**src/rtl/vga_pkg.sv**
```systemverilog
// Shared VGA timing defaults and vertical-phase encoding, also used by pixel generators.
package vga_pkg;

    localparam int H_VISIBLE_DEF = 640;
    localparam int H_FRONT_DEF   = 16;
    localparam int H_SYNC_DEF    = 96;
    localparam int H_BACK_DEF    = 48;
    localparam int V_VISIBLE_DEF = 480;
    localparam int V_FRONT_DEF   = 10;
    localparam int V_SYNC_DEF    = 2;
    localparam int V_BACK_DEF    = 33;
    localparam int DIV_DEF       = 4;
    localparam int CNT_W         = 10;

    typedef enum logic [1:0] {
        V_ACTIVE = 2'd0,
        V_FRONTP = 2'd1,
        V_SYNCP  = 2'd2,
        V_BACKP  = 2'd3
    } vstate_e;

    function automatic logic [CNT_W-1:0] wrap_inc(input logic [CNT_W-1:0] v,
                                                  input logic [CNT_W-1:0] last);
        return (v == last) ? '0 : v + 1'b1;
    endfunction

endpackage

```
**src/rtl/pixel_tick_gen.sv**
```systemverilog
// Clock divider producing a one-clk pixel strobe every DIV enabled cycles.
module pixel_tick_gen #(
    parameter int DIV = 4
) (
    input  logic clk,
    input  logic reset,
    input  logic enable,
    output logic pixel_tick
);
    localparam int DW = (DIV > 1) ? $clog2(DIV) : 1;
    localparam logic [DW-1:0] LAST = DW'(DIV - 1);

    logic [DW-1:0] div_q, div_d;

    always_comb begin
        div_d = div_q;
        if (enable) div_d = (div_q == LAST) ? '0 : div_q + 1'b1;
    end

    always_ff @(posedge clk) begin
        if (reset) div_q <= '0;
        else       div_q <= div_d;
    end

    // Gated by reset so a reset cycle never emits a strobe.
    assign pixel_tick = enable && !reset && (div_q == LAST);

endmodule

```
**src/rtl/vga_timing_ctrl.sv**
```systemverilog
// VGA raster timing: pixel/line counters, vertical phase FSM and registered sync/blank outputs.
module vga_timing_ctrl
    import vga_pkg::*;
#(
    parameter int H_VISIBLE = H_VISIBLE_DEF,
    parameter int H_FRONT   = H_FRONT_DEF,
    parameter int H_SYNC    = H_SYNC_DEF,
    parameter int H_BACK    = H_BACK_DEF,
    parameter int V_VISIBLE = V_VISIBLE_DEF,
    parameter int V_FRONT   = V_FRONT_DEF,
    parameter int V_SYNC    = V_SYNC_DEF,
    parameter int V_BACK    = V_BACK_DEF,
    parameter int DIV       = DIV_DEF
) (
    input  logic             clk,
    input  logic             reset,
    input  logic             enable,
    output logic             pixel_tick,
    output logic             hsync,
    output logic             vsync,
    output logic             video_on,
    output logic [CNT_W-1:0] pixel_x,
    output logic [CNT_W-1:0] pixel_y,
    output logic             frame_start
);
    localparam logic [CNT_W-1:0] H_LAST   = CNT_W'(H_VISIBLE + H_FRONT + H_SYNC + H_BACK - 1);
    localparam logic [CNT_W-1:0] V_LAST   = CNT_W'(V_VISIBLE + V_FRONT + V_SYNC + V_BACK - 1);
    localparam logic [CNT_W-1:0] H_VIS    = CNT_W'(H_VISIBLE);
    localparam logic [CNT_W-1:0] HS_START = CNT_W'(H_VISIBLE + H_FRONT);
    localparam logic [CNT_W-1:0] HS_END   = CNT_W'(H_VISIBLE + H_FRONT + H_SYNC);
    localparam logic [CNT_W-1:0] VF_START = CNT_W'(V_VISIBLE);
    localparam logic [CNT_W-1:0] VS_START = CNT_W'(V_VISIBLE + V_FRONT);
    localparam logic [CNT_W-1:0] VB_START = CNT_W'(V_VISIBLE + V_FRONT + V_SYNC);

    logic             tick, line_wrap;
    logic [CNT_W-1:0] x_q, x_d, y_q, y_d;
    vstate_e          state_q, state_d;
    logic             hsync_q, vsync_q, video_on_q, frame_start_q;

    pixel_tick_gen #(.DIV(DIV)) u_tick (
        .clk        (clk),
        .reset      (reset),
        .enable     (enable),
        .pixel_tick (tick)
    );

    always_comb begin
        x_d       = x_q;
        y_d       = y_q;
        state_d   = state_q;
        line_wrap = tick && (x_q == H_LAST);
        if (tick) x_d = wrap_inc(x_q, H_LAST);
        if (line_wrap) begin
            y_d = wrap_inc(y_q, V_LAST);
            if      (y_d == VF_START) state_d = V_FRONTP;
            else if (y_d == VS_START) state_d = V_SYNCP;
            else if (y_d == VB_START) state_d = V_BACKP;
            else if (y_d == '0)       state_d = V_ACTIVE;
        end
    end

    // Outputs are decoded from next-state values so they line up with pixel_x/pixel_y.
    always_ff @(posedge clk) begin
        if (reset) begin
            x_q           <= '0;
            y_q           <= '0;
            state_q       <= V_ACTIVE;
            hsync_q       <= 1'b1;
            vsync_q       <= 1'b1;
            video_on_q    <= 1'b1;
            frame_start_q <= 1'b0;
        end else begin
            x_q           <= x_d;
            y_q           <= y_d;
            state_q       <= state_d;
            hsync_q       <= !((x_d >= HS_START) && (x_d < HS_END));
            vsync_q       <= (state_d != V_SYNCP);
            video_on_q    <= (x_d < H_VIS) && (state_d == V_ACTIVE);
            frame_start_q <= line_wrap && (y_q == V_LAST);
        end
    end

    assign pixel_tick  = tick;
    assign pixel_x     = x_q;
    assign pixel_y     = y_q;
    assign hsync       = hsync_q;
    assign vsync       = vsync_q;
    assign video_on    = video_on_q;
    assign frame_start = frame_start_q;

endmodule

```
**config.mk**
```make
export PLATFORM = sky130hd
export DESIGN_NAME = vga_timing_ctrl
export DESIGN_NICKNAME = d
export VERILOG_FILES = /design/src/rtl/vga_pkg.sv /design/src/rtl/pixel_tick_gen.sv /design/src/rtl/vga_timing_ctrl.sv
export SDC_FILE = /design/constraint.sdc
export NUM_CORES = 1
export LEC_CHECK = 0
export ABC_AREA = 1
export BUFFER_PORTS_ARGS = -buffer_cell sky130_fd_sc_hd__buf_4
export CAP_MARGIN = 20
export CORE_MARGIN = 1.5
export CORE_UTILIZATION = 45
export DETAILED_ROUTE_END_ITERATION = 12
export PLACE_DENSITY_LB_ADDON = 0.3
export SLEW_MARGIN = 20
export SYNTH_ARGS = -nofsm -noshare
export SYNTH_HDL_FRONTEND = slang
export SYNTH_SLANG_ARGS = --single-unit
```
**constraint.sdc**
```tcl
create_clock -name clk -period 3.3 [get_ports clk]
set_input_delay 0.495 -clock clk [delete_from_list [all_inputs] [get_ports clk]]
set_output_delay 0.495 -clock clk [all_outputs]
set_load 0.01 [all_outputs]
```
==> metrics.md <==
| Metric | Value |
|---|---|
| Status | finished, final reports clean |
| DRT Pass-1 Iters | 4 |
| PortBufs | 27 |
| Die Y-Extent | about 63 microns |
| DR DRC count | 0 |
| DR vias/cell | between 4 and 5 |
| # rows | 21 |
| Hold path start | enable |
| Worst-margin pin slew | roughly 0.52 ns |
| GRT busiest layer | met2 |
| Worst skew pair latency | 0.33 ns |
| Total grt overflow | 0 |
| Wirelength per Cell | about 11 microns |
| Netlist cell types | 29 |
| Final Power | 0.587 mW |
| Clock power share | 0.385 |
| Pwr dens | between 300 and 400 nW/um^2 |
| Yosys top cell area share | 0.340 |
| Period Utilization, post-route | 0.629 |
| Cts hold-fix bufs | 0 |
| Pin count of the biggest net entering global routing | 17 |
| VDD IR max | 0.000173 V |
| Final Net Count | between 200 and 300 |
| H-tree depth | 1 |
| Fin Setup TNS | 0 ns |
| Met3 GRT Util | 0.0161 |
| Die width | 63.5 microns |
| Cts repair resizes | 0 |
| Synth area leaders | dfxtp_1 34%, nand2_1 16%, inv_1 7.3%, nor2_1 7.1%, nand3_1 6.4% |
| Leak pwr | 0.880 nW |
| Register share of total power | 0.584 |
| Drt total wl | roughly 3600 microns |
| Area Overhead vs Synth | 18.2% |
| Synth warn | 0 |
| Crit Path Class | flop to flop |
| Ports | 28 |
| Initial antenna violation count | 0 |
| Post-DRT Antenna Nets | 0 |
| Switching power | between 0.1 and 0.15 mW |
| WP data arrival | 2.33 ns |
| Max Clock Skew | 0.00497 ns |
| Worst Setup SP | pixel_x[0]$_SDFF_PP0_ |
| Root Buffer | clkbuf_4 |
| Met2 usage | 0.322 |
| R2R Path Start | pixel_x[0]$_SDFF_PP0_ |
| Layout cells sized above 1 | 0.199 |
| Primary FF master, synth | dfxtp_1 |
| Synth area leader | dfxtp_1 |
| Internal cell power | ~0.47 mW |
| Postcts setup bufs | 0 |
| Syn Inst Count | ~250 |
| Syn Nets | 261 |
| Min-delay worst type | primary input to flop |
| Critical Path Fanout Max | 13 |
| Final setup fails | 0 |
| Netlist Area Pre-Place | roughly 1600 sq um |
| Total die area | 4030 sq um |
| Grt met1 use | 0.256 |
| Slew Limit Fails | 0 |
| F_max | about 480 MHz |
| GRT Total Usage | 0.191 |
| Power share of the combinational group | 0.030 |
| Startpoint type of the worst setup path | flop |
| Sequential cell area fraction in the yosys report | 0.340 |
| Clock-pin transition on the worst setup and hold timing paths | ~0.15 ns |
| First-pass GRT wire length | 6350 microns |
| GPL Wtd Cong | between 0.8 and 0.9 |
| Max-cap violations | 0 |
| DRT iter0 DRCs | 83 |
| RSZ-0062 raised after global routing | false |
| Worst Path Required | ~3.6 ns |
| N_diodes | 0 |
| CTS Buffer Depth | 2 |
| Crit path capture type | flop |
| Register bit count reported by yosys | 28 |
| Slew headroom | 0.655 |
| Core footprint | roughly 3400 sq um |
| Endpoints failing hold | 0 |
| Detailed placer's ending HPWL | 2780 microns |
| Syn_area_per_cell | 6.48 sq um |
| Vias in the first global route | around 1,500 |
| Via count | 1,627 |
| CTS tree | built |
| CTS Buf Count | 3 |
| Min Tclk post-route | around 2.1 ns |
| Post-synth EDFFs | 0 |
| Initial Util | 0.482 |
| Net Sw Frac | 0.198 |
| Filler cells | between 300 and 400 |
| Async set-or-reset flop fraction in the synthesized netlist | 0 |
| Clock sinks | 28 |
==> worst max-delay path: stages, from the launching register on <==
cell and delay (ns):
dfxtp_1 0.43, ha_1 0.21, nand2_1 0.08, nor2_1 0.18, nand3_1 0.42, nand2_1 0.46, nand2_1 0.08, o21ai_0 0.08
inv_1 0.05
==> kinds of logic (layout without fill, tap and decap cells) <==
logic type	count (synthesis)	in the layout	synth area share
and+or+nand+nor	152	152	0.429
buffers and inverters	41	69	0.0973
DFF	28	28	0.340
AOI/OAI and AO/OA	26	26	0.0866
adders and majority gates	4	4	0.0304
xor gates and xnor gates	3	3	0.0160
==> power groups by stage <==
stage                     sequential (mW)  combinational [mW]  clock [mW]
after detailed placement            0.351              0.0179           0
after global placement              0.350              0.0175           0
after floorplan                     0.350              0.0122           0
after global routing                0.344              0.0208       0.245
after CTS                           0.343              0.0181       0.235
final                               0.343              0.0179       0.226
==> registers in the layout, indices dropped and copies added (netlist names) <==
register,cells
vsync,1
pixel_y,10
frame_start,1
u_tick.div_q,2
state_q,2
hsync,1
video_on,1
pixel_x,10
==> cells in the final DEF (no fill, tap or decap), drive strengths merged, types with 2 or more instances in the layout <==
master  instances
inv            37
nand2          79
ha              4
nor2           39
clkbuf          3
nand3          23
xor2            2
a21oi           5
nor3            3
buf            28
o21ai          12
dfxtp          28
o22ai           8
nand4           4
==> final timing paths <==
| kind | depth (start not counted) | endpoint | slack, ns |
|---|---|---|---|
| worst min register to register | 2 | pixel_x[1]$_SDFF_PP0_ | 0.53 |
| worst max-delay path | 8 | pixel_y[0]$_SDFFE_PP0P_ | 1.22 |
| worst max register to register | 8 | pixel_y[0]$_SDFFE_PP0P_ | 1.22 |
| worst min-delay path | 2 | u_tick.div_q[1]$_SDFFE_PP0P_ | 0.34 |
==> cells in the mapped netlist, types with 2 or more instances <==
cell type,count
o21ai_1,3
nor3_1,3
o21ai_0,9
inv_2,5
nor2_1,31
xor2_1,2
buf_2,2
o22ai_1,8
nand2_2,7
ha_1,4
nand2_1,71
nor2_4,4
nand4_1,4
inv_1,32
dfxtp_1,28
a21oi_1,5
nor2_2,4
nand3_1,21
==> stage by stage <==
step                setup WS [ns]  hold WS [ns]  area (sq um)  instances  utilization
finish                       1.22         0.342          1950        328        0.570
global route                0.981         0.326          1950        328        0.570
CTS                          1.24         0.333          1950        328        0.570
detailed placement           1.17         0.501          1890        324        0.554
global placement             1.23         0.502          1890        324        0.554
floorplan                    1.49         0.489          1650        254            -
==> layout make-up <==
class                           instances  area, sq um  share of cell area
Clock inverter                          1         30.0              0.0154
Multi-Input combinational cell        185          926               0.476
Sequential cell                        28          561               0.288
Clock buffer                            3         22.5              0.0116
Inverter                               37          139              0.0714
Tap cell                               46         57.6              0.0296
Timing Repair Buffer                   28          210               0.108
==> metal layers <==
layer / up-vias / wire length (microns)
met4: 0 / 37
li1: 858 / -
met5: - / 0
met1: 721 / 1710
met3: 4 / 152
met2: 44 / 1720
No activity file was read; power rests on OpenSTA's default activity.
